===== config.mk =====
export PLATFORM = sky130hd
export DESIGN_NAME = ahb_lite_cmd_master
export DESIGN_NICKNAME = d
export VERILOG_FILES = /design/src/rtl/ahb_lite_cmd_master.sv
export SDC_FILE = /design/constraint.sdc
export NUM_CORES = 1
export LEC_CHECK = 0
export BUFFER_PORTS_ARGS = -buffer_cell sky130_fd_sc_hd__buf_2
export CORE_ASPECT_RATIO = 1.5
export CORE_UTILIZATION = 52
export CTS_CLUSTER_SIZE = 10
export DETAILED_ROUTE_END_ITERATION = 12
export PLACE_DENSITY = 0.81
export SLEW_MARGIN = 30
export SYNTH_ARGS = -nofsm -noshare
export SYNTH_HDL_FRONTEND = slang
export SYNTH_SLANG_ARGS = --single-unit

===== constraint.sdc =====
create_clock -name HCLK -period 1.86 [get_ports HCLK]
set_clock_uncertainty 0.2 [all_clocks]
set_input_delay 0.186 -clock HCLK [delete_from_list [all_inputs] [get_ports HCLK]]
set_output_delay 0.186 -clock HCLK [all_outputs]
set_load 0.03 [all_outputs]

===== src/rtl/ahb_lite_cmd_master.sv =====
// ahb_lite_cmd_master
// Single-master AHB-Lite initiator: converts a valid/ready command stream into
// pipelined NONSEQ single transfers and returns one response per transfer.
// Optional build macro AHB_MST_ERR_CANCEL_EN: when defined, an address phase
// pending behind an ERROR response is cancelled and answered with rsp_err=1.
module ahb_lite_cmd_master #(
    parameter int AW = 12
) (
    input  logic          HCLK,
    input  logic          HRESET,
    input  logic          cmd_valid,
    output logic          cmd_ready,
    input  logic          cmd_write,
    input  logic [AW-1:0] cmd_addr,
    input  logic [1:0]    cmd_size,
    input  logic [31:0]   cmd_wdata,
    output logic          rsp_valid,
    output logic [31:0]   rsp_rdata,
    output logic          rsp_err,
    output logic          busy,
    output logic [AW-1:0] HADDR,
    output logic [1:0]    HTRANS,
    output logic          HWRITE,
    output logic [2:0]    HSIZE,
    output logic [31:0]   HWDATA,
    input  logic [31:0]   HRDATA,
    input  logic          HREADY,
    input  logic          HRESP
);

    localparam logic [1:0] HT_IDLE   = 2'b00;
    localparam logic [1:0] HT_NONSEQ = 2'b10;

    // Force the low address bits to the natural alignment of the transfer size.
    function automatic logic [AW-1:0] f_align(input logic [AW-1:0] a, input logic [1:0] sz);
        logic [AW-1:0] r;
        r = a;
        if (sz == 2'd1)
            r[0] = 1'b0;
        else if (sz[1])
            r[1:0] = 2'b00;
        return r;
    endfunction

    // Map command size to HSIZE; size 3 is treated as a word.
    function automatic logic [2:0] f_hsize(input logic [1:0] sz);
        case (sz)
            2'd0:    return 3'b000;
            2'd1:    return 3'b001;
            default: return 3'b010;
        endcase
    endfunction

    // Replicate right-justified write data across all byte lanes.
    function automatic logic [31:0] f_lanes(input logic [31:0] w, input logic [2:0] hs);
        case (hs[1:0])
            2'd0:    return {4{w[7:0]}};
            2'd1:    return {2{w[15:0]}};
            default: return w;
        endcase
    endfunction

    // Shift the addressed lanes down and zero-extend to the transfer size.
    function automatic logic [31:0] f_extract(input logic [31:0] rd, input logic [1:0] lo,
                                              input logic [2:0] hs);
        logic [31:0] sh;
        sh = rd >> {lo, 3'b000};
        case (hs[1:0])
            2'd0:    return {24'h0, sh[7:0]};
            2'd1:    return {16'h0, sh[15:0]};
            default: return sh;
        endcase
    endfunction

    // Address slot
    logic          r_a_vld;
    logic [AW-1:0] r_haddr;
    logic          r_hwrite;
    logic [2:0]    r_hsize;
    logic [31:0]   r_a_wdata;

    // Data slot
    logic          r_d_vld;
    logic          r_d_write;
    logic [2:0]    r_d_size;
    logic [1:0]    r_d_addr_lo;
    logic [31:0]   r_d_wdata;

    logic          r_err_hold;
    logic          r_rsp_valid;
    logic          r_rsp_err;
    logic [31:0]   r_rsp_rdata;

    logic          w_accept;
    logic          w_a_done;
    logic          w_d_done;
    logic          w_err_first;
    logic          w_cancel;
    logic          w_cxl_fire;

    assign cmd_ready   = ~HRESET & (~r_a_vld | HREADY) & ~r_err_hold;
    assign w_accept    = cmd_valid & cmd_ready;
    assign w_a_done    = r_a_vld & HREADY;
    assign w_d_done    = r_d_vld & HREADY;
    assign w_err_first = r_d_vld & HRESP & ~HREADY & ~r_err_hold;

`ifdef AHB_MST_ERR_CANCEL_EN
    logic r_cxl_arm;
    logic r_cxl_fire;

    assign w_cancel   = w_err_first & r_a_vld;
    assign w_cxl_fire = r_cxl_fire;

    // Track a cancelled command: armed at the first error cycle, answered one cycle after the errored response.
    always_ff @(posedge HCLK) begin
        if (HRESET) begin
            r_cxl_arm  <= 1'b0;
            r_cxl_fire <= 1'b0;
        end else begin
            r_cxl_fire <= 1'b0;
            if (w_cancel)
                r_cxl_arm <= 1'b1;
            else if (r_cxl_arm && w_d_done) begin
                r_cxl_arm  <= 1'b0;
                r_cxl_fire <= 1'b1;
            end
        end
    end
`else
    assign w_cancel   = 1'b0;
    assign w_cxl_fire = 1'b0;
`endif

    // Address slot: load on accept, retire when the address phase completes, drop on cancel.
    always_ff @(posedge HCLK) begin
        if (HRESET) begin
            r_a_vld   <= 1'b0;
            r_haddr   <= '0;
            r_hwrite  <= 1'b0;
            r_hsize   <= 3'b000;
            r_a_wdata <= '0;
        end else if (w_cancel) begin
            r_a_vld <= 1'b0;
        end else if (w_accept) begin
            r_a_vld   <= 1'b1;
            r_haddr   <= f_align(cmd_addr, cmd_size);
            r_hwrite  <= cmd_write;
            r_hsize   <= f_hsize(cmd_size);
            r_a_wdata <= cmd_wdata;
        end else if (w_a_done) begin
            r_a_vld <= 1'b0;
        end
    end

    // Data slot: takes over a completed address phase, empties when its data phase completes.
    always_ff @(posedge HCLK) begin
        if (HRESET) begin
            r_d_vld     <= 1'b0;
            r_d_write   <= 1'b0;
            r_d_size    <= 3'b000;
            r_d_addr_lo <= 2'b00;
            r_d_wdata   <= '0;
        end else if (w_a_done) begin
            r_d_vld     <= 1'b1;
            r_d_write   <= r_hwrite;
            r_d_size    <= r_hsize;
            r_d_addr_lo <= r_haddr[1:0];
            r_d_wdata   <= r_a_wdata;
        end else if (w_d_done) begin
            r_d_vld <= 1'b0;
        end
    end

    // Error hold: blocks new commands from the first ERROR cycle until the errored transfer ends.
    always_ff @(posedge HCLK) begin
        if (HRESET)
            r_err_hold <= 1'b0;
        else if (w_d_done)
            r_err_hold <= 1'b0;
        else if (w_err_first)
            r_err_hold <= 1'b1;
    end

    // Response strobe: one pulse per completed data phase or cancelled command.
    always_ff @(posedge HCLK) begin
        if (HRESET) begin
            r_rsp_valid <= 1'b0;
            r_rsp_err   <= 1'b0;
            r_rsp_rdata <= '0;
        end else if (w_d_done) begin
            r_rsp_valid <= 1'b1;
            r_rsp_err   <= HRESP;
            r_rsp_rdata <= r_d_write ? 32'h0 : f_extract(HRDATA, r_d_addr_lo, r_d_size);
        end else if (w_cxl_fire) begin
            r_rsp_valid <= 1'b1;
            r_rsp_err   <= 1'b1;
            r_rsp_rdata <= 32'h0;
        end else begin
            r_rsp_valid <= 1'b0;
        end
    end

    assign HADDR     = r_haddr;
    assign HTRANS    = r_a_vld ? HT_NONSEQ : HT_IDLE;
    assign HWRITE    = r_hwrite;
    assign HSIZE     = r_hsize;
    assign HWDATA    = r_d_vld ? f_lanes(r_d_wdata, r_d_size) : 32'h0;
    assign rsp_valid = r_rsp_valid;
    assign rsp_err   = r_rsp_err;
    assign rsp_rdata = r_rsp_rdata;
    assign busy      = r_a_vld | r_d_vld;

endmodule

After elaboration in Yosys (flattened, before gate mapping):

Cells that the tools add are included.

* logic and storage cells: 50
* register bits after elaboration: 121
* input port bits: 84
* output and inout bits: 86

* shift operators: 1
* reduce and logical (&&, ||, !) cells: 5
* multiplexer cells: 14
* eq/ne operators: 2
* bitwise logic cells: 14

Operators by type and width (number)
* case mux 32 bit (2 select lines): 2
* 2-to-1 mux 32 bit: 2
* >> shifter 32 x 5 -> 32 bit: 1
* AND 1 bit: 8
* 2-to-1 mux 1 bit: 7
* == test 2 x 1 -> 1 bit (second input constant): 2
* zero test 2 bit: 2
* 2-to-1 mux 2 bit: 2
* inverter 1 bit: 4
* case mux 2 bit (2 select lines): 1
* nonzero test 2 bit: 2
* OR 1 bit: 2
* OR reduction 2 bit: 1

Longest topological paths before layout:

Gate-level depths: netlist of the first run.

* word-level depth: 6
* depth in mapped cells: 6
* gate-level depth less buffers: 3

Worst setup path after synthesis of the first run:

No wires, ideal clock.

* kind: flip-flop to output port
* start point: reg r_d_size[1]
* end point: out HWDATA[10]
* path buffers: 2
* stages on the path, launching flop included: 5
* required time: 1.474 ns
* slack: -0.079 ns
* data arrival time: 1.553 ns
* cells stage by stage: dfxtp_1 buf_2 clkbuf_1 o21ai_0 a21boi_0

* longest elaborated chain between the ends: 3
* elaborated cells on any way between the ends: 4
* classes of those cells: eq/ne (1); mux (2); reduce/logical (1)

RTL lines
* start, declared: line 85 `logic [2:0] r_d_size;`
* start signal, assigned: line 166 `r_d_size <= r_hsize;`
* == test 2 x 1 -> 1 bit / zero test 2 bit (equally long branches): line 56 `case (hs[1:0])`
* case mux 32 bit (2 select lines) (*): line 56
* 2-to-1 mux 32 bit (*): line 207 `assign HWDATA = r_d_vld ? f_lanes(r_d_wdata, r_d_size) : 32'h0;`
* end, declared: line 25 `output logic [31:0] HWDATA,`

Every way passes the cells marked *; elsewhere a longest branch is shown, timed or not.

Worst setup path after layout of the first run:

* start point: reg r_d_addr_lo[0]
* end point: reg r_rsp_rdata[4], in the netlist rsp_rdata[4]

* longest elaborated chain between the ends: 3

RTL lines
* start, declared: line 86 `logic [1:0] r_d_addr_lo;`
* start signal, assigned: line 167 `r_d_addr_lo <= r_haddr[1:0];`
* >> shifter 32 x 5 -> 32 bit: line 67 `sh = rd >> {lo, 3'b000};`
* case mux 32 bit (2 select lines): line 68 `case (hs[1:0])`
* 2-to-1 mux 32 bit: line 193 `r_rsp_rdata <= r_d_write ? 32'h0 : f_extract(HRDATA, r_d_addr_lo, r_d_size);`
* end signal, assigned: line 193
* end, declared: line 92 `logic [31:0] r_rsp_rdata;`

No other way between the ends.
A chain may end at the register's enable or synchronous reset.

==> reports/summary.txt, run 1 <==
clock-pin slew on the worst setup and hold paths: 0.06 ns
number of remaining DRC errors: 0
1st-pass router iterations: 6
synth warn: 0
DRT antenna net count: 0
crit path DAT: 2.10 ns
largest net degree at the start of global routing: 87
Synth Flop Type: dfxtp_1
initial antenna violation count: 0
die height: 130 um
f_max: 502 MHz
die width: 87.2 um
vias per cell: 6.27
dominant cell type by area after synthesis: dfxtp_1
Synth Register Bits: 121
CTS tree: yes
cell count after placement: 902
vias in the first global route: 6087
area delta synth->final: 45.5%
combinational power share: 0.112
fin util: 0.777
Synth area leaders: dfxtp_1 (43%), a21oi_1 (7.6%), nand2_1 (7.2%)
clk root buf: clkbuf_16
nets@finish: 945
Max-slew headroom: 0.406
antenna fix cells: 0
max cap viols: 0
Max Slew Vio Count: 0
DR vias: 6387
power per cell area: 868 nW/um2
Synth Instances: 644
Largest stage delay, worst path: 0.65 ns
WL/cell: 21.6 um
Die Area: 11300 um2
setup tns final: -1.70 ns
post-synthesis sequential area ratio: 0.428
most common cell after layout, fill and taps aside: buf_2
post-DP HPWL: 11600 um
async set-reset flop share out of synthesis: 0
Non-Filler Instances: 1018
Psw: 0.00172 W
CP cell instances: buf_12 > mux2i_1 > nand2_1 > a32o_1
Crit-path slowest cell: mux2i_1
status: complete, but fails checks
most frequent cells in the layout: buf_2 (147), dfxtp_1 (119), nand2_1 (107)
first-pass GRT wire length: 31500 um
clk sinks: 121
CP max FO: 34
CTS max path bufs: 2
required time of the critical path: 1.97 ns
Final WS setup: -0.131 ns
failing checks: negative setup slack
Tmin final: 1.99 ns
GR Util All Layers: 0.372
EDFF count, synth: 0
# IOs: 170
Final Hold Vio Count: 0
pre-CTS setup slack: 0.140 ns
clock share of power: 0.509
Mapped Area: 5660 um2
layout cells sized above 1: 0.319
Mean Syn Cell Area: 8.79 um2
Netlist cell types: 35
Startpoint Class: flop
row count: 46
Worst-Skew Late Latency: 0.42 ns
leakage power: 3.24 nW
Worst Setup End Kind: flop
internal power: 0.00542 W
Worst Hold Class: input port to flop
IO Port Bufs: 167
WL final: 22000 um
initial DRC count: 667
Synth top area share: 0.428
final worst-path cycle share: 1.07
total core area: 10600 um2
Starting Density: 0.534
Num CTS Buffers: 17
final setup fails: 24
# H-tree levels: 4
RSZ-0062 raised after global routing: true
Slew @ Worst Pin: 0.890 ns
Switching Share: 0.241
RD Place Congestion: 0.903
worst IR drop on VDD: 0.697 mV
WS Path Type: flop to flop
Flop pwr share: 0.379
GRT overflow: 0
-- power by group through the flow --
| stage | Sequential, W | Clock (W) | Combinational, W |
|---|---|---|---|
| after global placement | 0.00276 | 0 | 0.000596 |
| final | 0.00271 | 0.00363 | 0.000801 |
| after detailed placement | 0.00276 | 0 | 0.000608 |
| after global routing | 0.00271 | 0.00376 | 0.000843 |
| after floorplan | 0.00278 | 0 | 0.000372 |
| after CTS | 0.00271 | 0.00362 | 0.000737 |
-- worst max-delay path, delay by kind of cell (launching register included) --
| kind | cells | cell delay [ns] |
|---|---|---|
| and+or+nand+nor | 1 | 0.13 |
| buffers and inverters | 1 | 0.24 |
| muxes | 1 | 0.65 |
| DFF | 1 | 0.38 |
| AOI/OAI and AO/OA | 1 | 0.27 |
-- synthesized netlist by cell type, types with 2 or more instances --
library cell,n
dfxtp_1,121
nand2_1,108
a21oi_1,86
nand4_1,47
buf_2,33
mux2i_1,32
o31ai_1,28
clkbuf_1,26
nor2b_1,19
o31ai_2,19
a22o_1,17
and2_1,17
o21ai_0,16
buf_6,9
o2bb2ai_1,9
a211o_1,8
a21boi_0,8
a32o_1,8
o21ai_1,8
buf_4,5
nor2_1,3
and2b_1,2
nand2b_1,2
nor2_2,2
-- cell families after synthesis --
logic type / share of synthesized area
AOI/OAI and AO/OA: 0.255
buffers and inverters: 0.0723
DFF: 0.428
muxes: 0.0566
other: 0.000663
and+or+nand+nor: 0.187
-- flip-flops by register name (all words and copies together) (netlist names) --
name and cells:
r_d_addr_lo 2, r_a_wdata 32, r_d_write 1, rsp_rdata 32, r_d_vld 1, HSIZE 2
rsp_err 1, r_d_wdata 32, rsp_valid 1, HADDR 12, HWRITE 1, r_err_hold 1
r_d_size 2, r_a_vld 1
-- stage by stage --
stage                     hold slack, ns  total power (W)  cell area (um2)
after floorplan                    0.112          0.00315             5660
after global placement             0.215          0.00335             6520
after detailed placement           0.219          0.00337             6520
after CTS                        0.00648          0.00706             8030
after global routing              0.0138          0.00731             8230
final                            0.00900          0.00715             8230
-- timing repair --
| item | in CTS | in global routing |
|---|---|---|
| endpoints found under the hold margin | 74 | 0 |
| buffers inserted | 4 | 7 |
| endpoints found under the setup margin | 23 | 35 |
| cloned | 3 | 3 |
| hold buffers | 67 | 0 |
| gates resized for setup | 44 | 30 |
| pin swaps | 5 | 5 |
-- metal layers --
metal / track usage / part of all wire / vias up
li1: - / - / 2775
met1: 0.359 / 0.32 / 2957
met2: 0.635 / 0.49 / 505
met3: 0.142 / 0.11 / 150
met4: 0.284 / 0.080 / 0
met5: 0 / 0 / -
-- final cells by class --
type | instances | area, um2
clock buffers | 20 | 457
clock inverters | 12 | 196
fillers | 639 | 2360
inverters | 1 | 3.75
multi-input cells | 452 | 2940
flip-flops and latches | 121 | 2430
well taps | 144 | 180
repair buffers | 268 | 2030
-- worst paths after layout --
path / from / slack, ns / cells after the start / to
worst max-delay path: r_d_addr_lo[0] / -0.13 / 4 / rsp_rdata[4]
worst min-delay path: HRDATA[9] / 0.009 / 3 / rsp_rdata[1]
worst max register to register: r_d_addr_lo[0] / -0.13 / 4 / rsp_rdata[4]
worst min register to register: rsp_rdata[19] / 0.25 / 2 / rsp_rdata[19]
No activity file was read; power rests on OpenSTA's default activity.
==> run 2, diff against run 1 <==
- SKIP_CTS_REPAIR_TIMING: not set -> 1
==> reports/summary.txt, run 2 (synthesized netlist as in run 1, its figures left out) <==
status: complete, but fails checks
failing checks: negative setup slack
Switching Share: 0.243
Worst-Skew Late Latency: 0.42 ns
IO Port Bufs: 167
most frequent cells in the layout: buf_2 (144), dfxtp_1 (119), nand2_1 (107)
Startpoint Class: flop
Reg2Reg Depth: 3
Num CTS Buffers: 17
Max-slew headroom: 0.406
WS Path Type: flop to output port
Final Hold Vio Count: 0
layout cells sized above 1: 0.321
Worst Hold Depth: 4
Top Layer Used: met5
Tmin final: 2.03 ns
CTS max path bufs: 2
# H-tree levels: 4
clock share of power: 0.511
vias in the first global route: 5191
WL/cell: 21.1 um
WL met2: 10600 um
DRT antenna net count: 0
WL final: 21600 um
initial DRC count: 664
worst hold start: cmd_addr[1]
GRT overflow: 0
area delta synth->final: 45.6%
Starting Density: 0.534
Max Slew Vio Count: 0
Psw: 0.00174 W
Die Area: 11300 um2
total core area: 10600 um2
Met1 Wirelength: 7430 um
combinational power share: 0.110
CTS tree: yes
DR WL met3: 1960 um
worst reg2reg setup slack: 0.03 ns
required time of the critical path: 1.47 ns
final setup fails: 24
crit path DAT: 1.65 ns
cell count after placement: 902
die height: 130 um
post-DP HPWL: 11600 um
CP max FO: 5
fin util: 0.778
f_max: 492 MHz
Slew @ Worst Pin: 0.891 ns
Flop pwr share: 0.379
CP Launch Point: r_d_size[0]
first-pass GRT wire length: 25900 um
Non-Filler Instances: 1020
DR vias: 6297
RSZ-0062 raised after global routing: true
RR Startpoint: r_err_hold
fillers: 658
RD Place Congestion: 0.903
row count: 46
leakage power: 3.25 nW
power per cell area: 869 nW/um2
clk root buf: clkbuf_16
clk sinks: 121
crit path to: HWDATA[24]
1st-pass router iterations: 5
Final WS setup: -0.171 ns
vias per cell: 6.17
die width: 87.2 um
final worst-path cycle share: 1.09
RR Endpoint: HWRITE
Worst Setup End Kind: output port
antenna fix cells: 0
number of remaining DRC errors: 0
internal power: 0.00542 W
largest net degree at the start of global routing: 87
Worst Hold Class: input port to flop
clock-pin slew on the worst setup and hold paths: 0.06 ns
max cap viols: 0
initial antenna violation count: 1
# IOs: 170
worst IR drop on VDD: 0.721 mV
most common cell after layout, fill and taps aside: buf_2
nets@finish: 947
GR Util All Layers: 0.301
run 2: cell count changes in the layout (fill, tap and decap cells not counted), moves of 2 or more:
cell and change:
dlygate4sd3_1 -4, buf_2 -3, buf_4 +7, buf_12 -2, o21ai_0 +4, mux2i_2 -2
clkbuf_16 +2, o21ai_1 -3
run 2: worst max-delay path: stages (launching register included):
cell       delay, ns
dfxtp_4         0.41
clkbuf_16       0.16
mux2i_1         0.22
o21ai_0         0.11
and2_1          0.18
buf_6           0.14
run 2: power groups by stage:
stage	clock network [W]	logic (W)	registers (W)
floorplan	0	0.000372	0.00278
global placement	0	0.000596	0.00276
finish	0.00366	0.000791	0.00271
CTS	0.00362	0.000613	0.00270
global route	0.00377	0.000836	0.00271
detailed placement	0	0.000608	0.00276
run 2: metal layers:
layer / up-vias / global-route usage
met1: 2935 / 0.319
met4: 2 / 0.191
met3: 141 / 0.0904
met2: 437 / 0.517
li1: 2782 / -
met5: - / 0
run 2: worst min-delay path by stage:
stage,to,slack (ns)
final,HADDR[1],0.007
after global routing,rsp_rdata[2],0.004
after CTS,rsp_err,-0.21
after detailed placement,rsp_err,0.22
after global placement,rsp_err,0.22
after floorplan,rsp_rdata[28],0.11
run 2: area by class of cell:
| cell class | count | area [um2] | share of cell area |
|---|---|---|---|
| multi-input combinational | 452 | 2930 | 0.356 |
| clock buffer | 20 | 457 | 0.0554 |
| tap | 144 | 180 | 0.0219 |
| timing repair buffer | 270 | 2040 | 0.248 |
| inverter | 1 | 3.75 | 0.000456 |
| sequential | 121 | 2430 | 0.295 |
| clock inverter | 12 | 196 | 0.0238 |
run 2: per-stage QoR:
step           total power, W  instance area, um2  worst slack, ns  TNS (ns)  hold slack (ns)
3_5_place_dp          0.00337                6520            0.140         0            0.219
2_1_floorplan         0.00315                5660            0.138         0            0.112
3_3_place_gp          0.00335                6520            0.153         0            0.215
5_1_grt               0.00732                8240           -0.451     -2.94          0.00422
4_1_cts               0.00694                7170           -0.311     -3.65           -0.207
6_report              0.00716                8240           -0.171     -1.76          0.00660
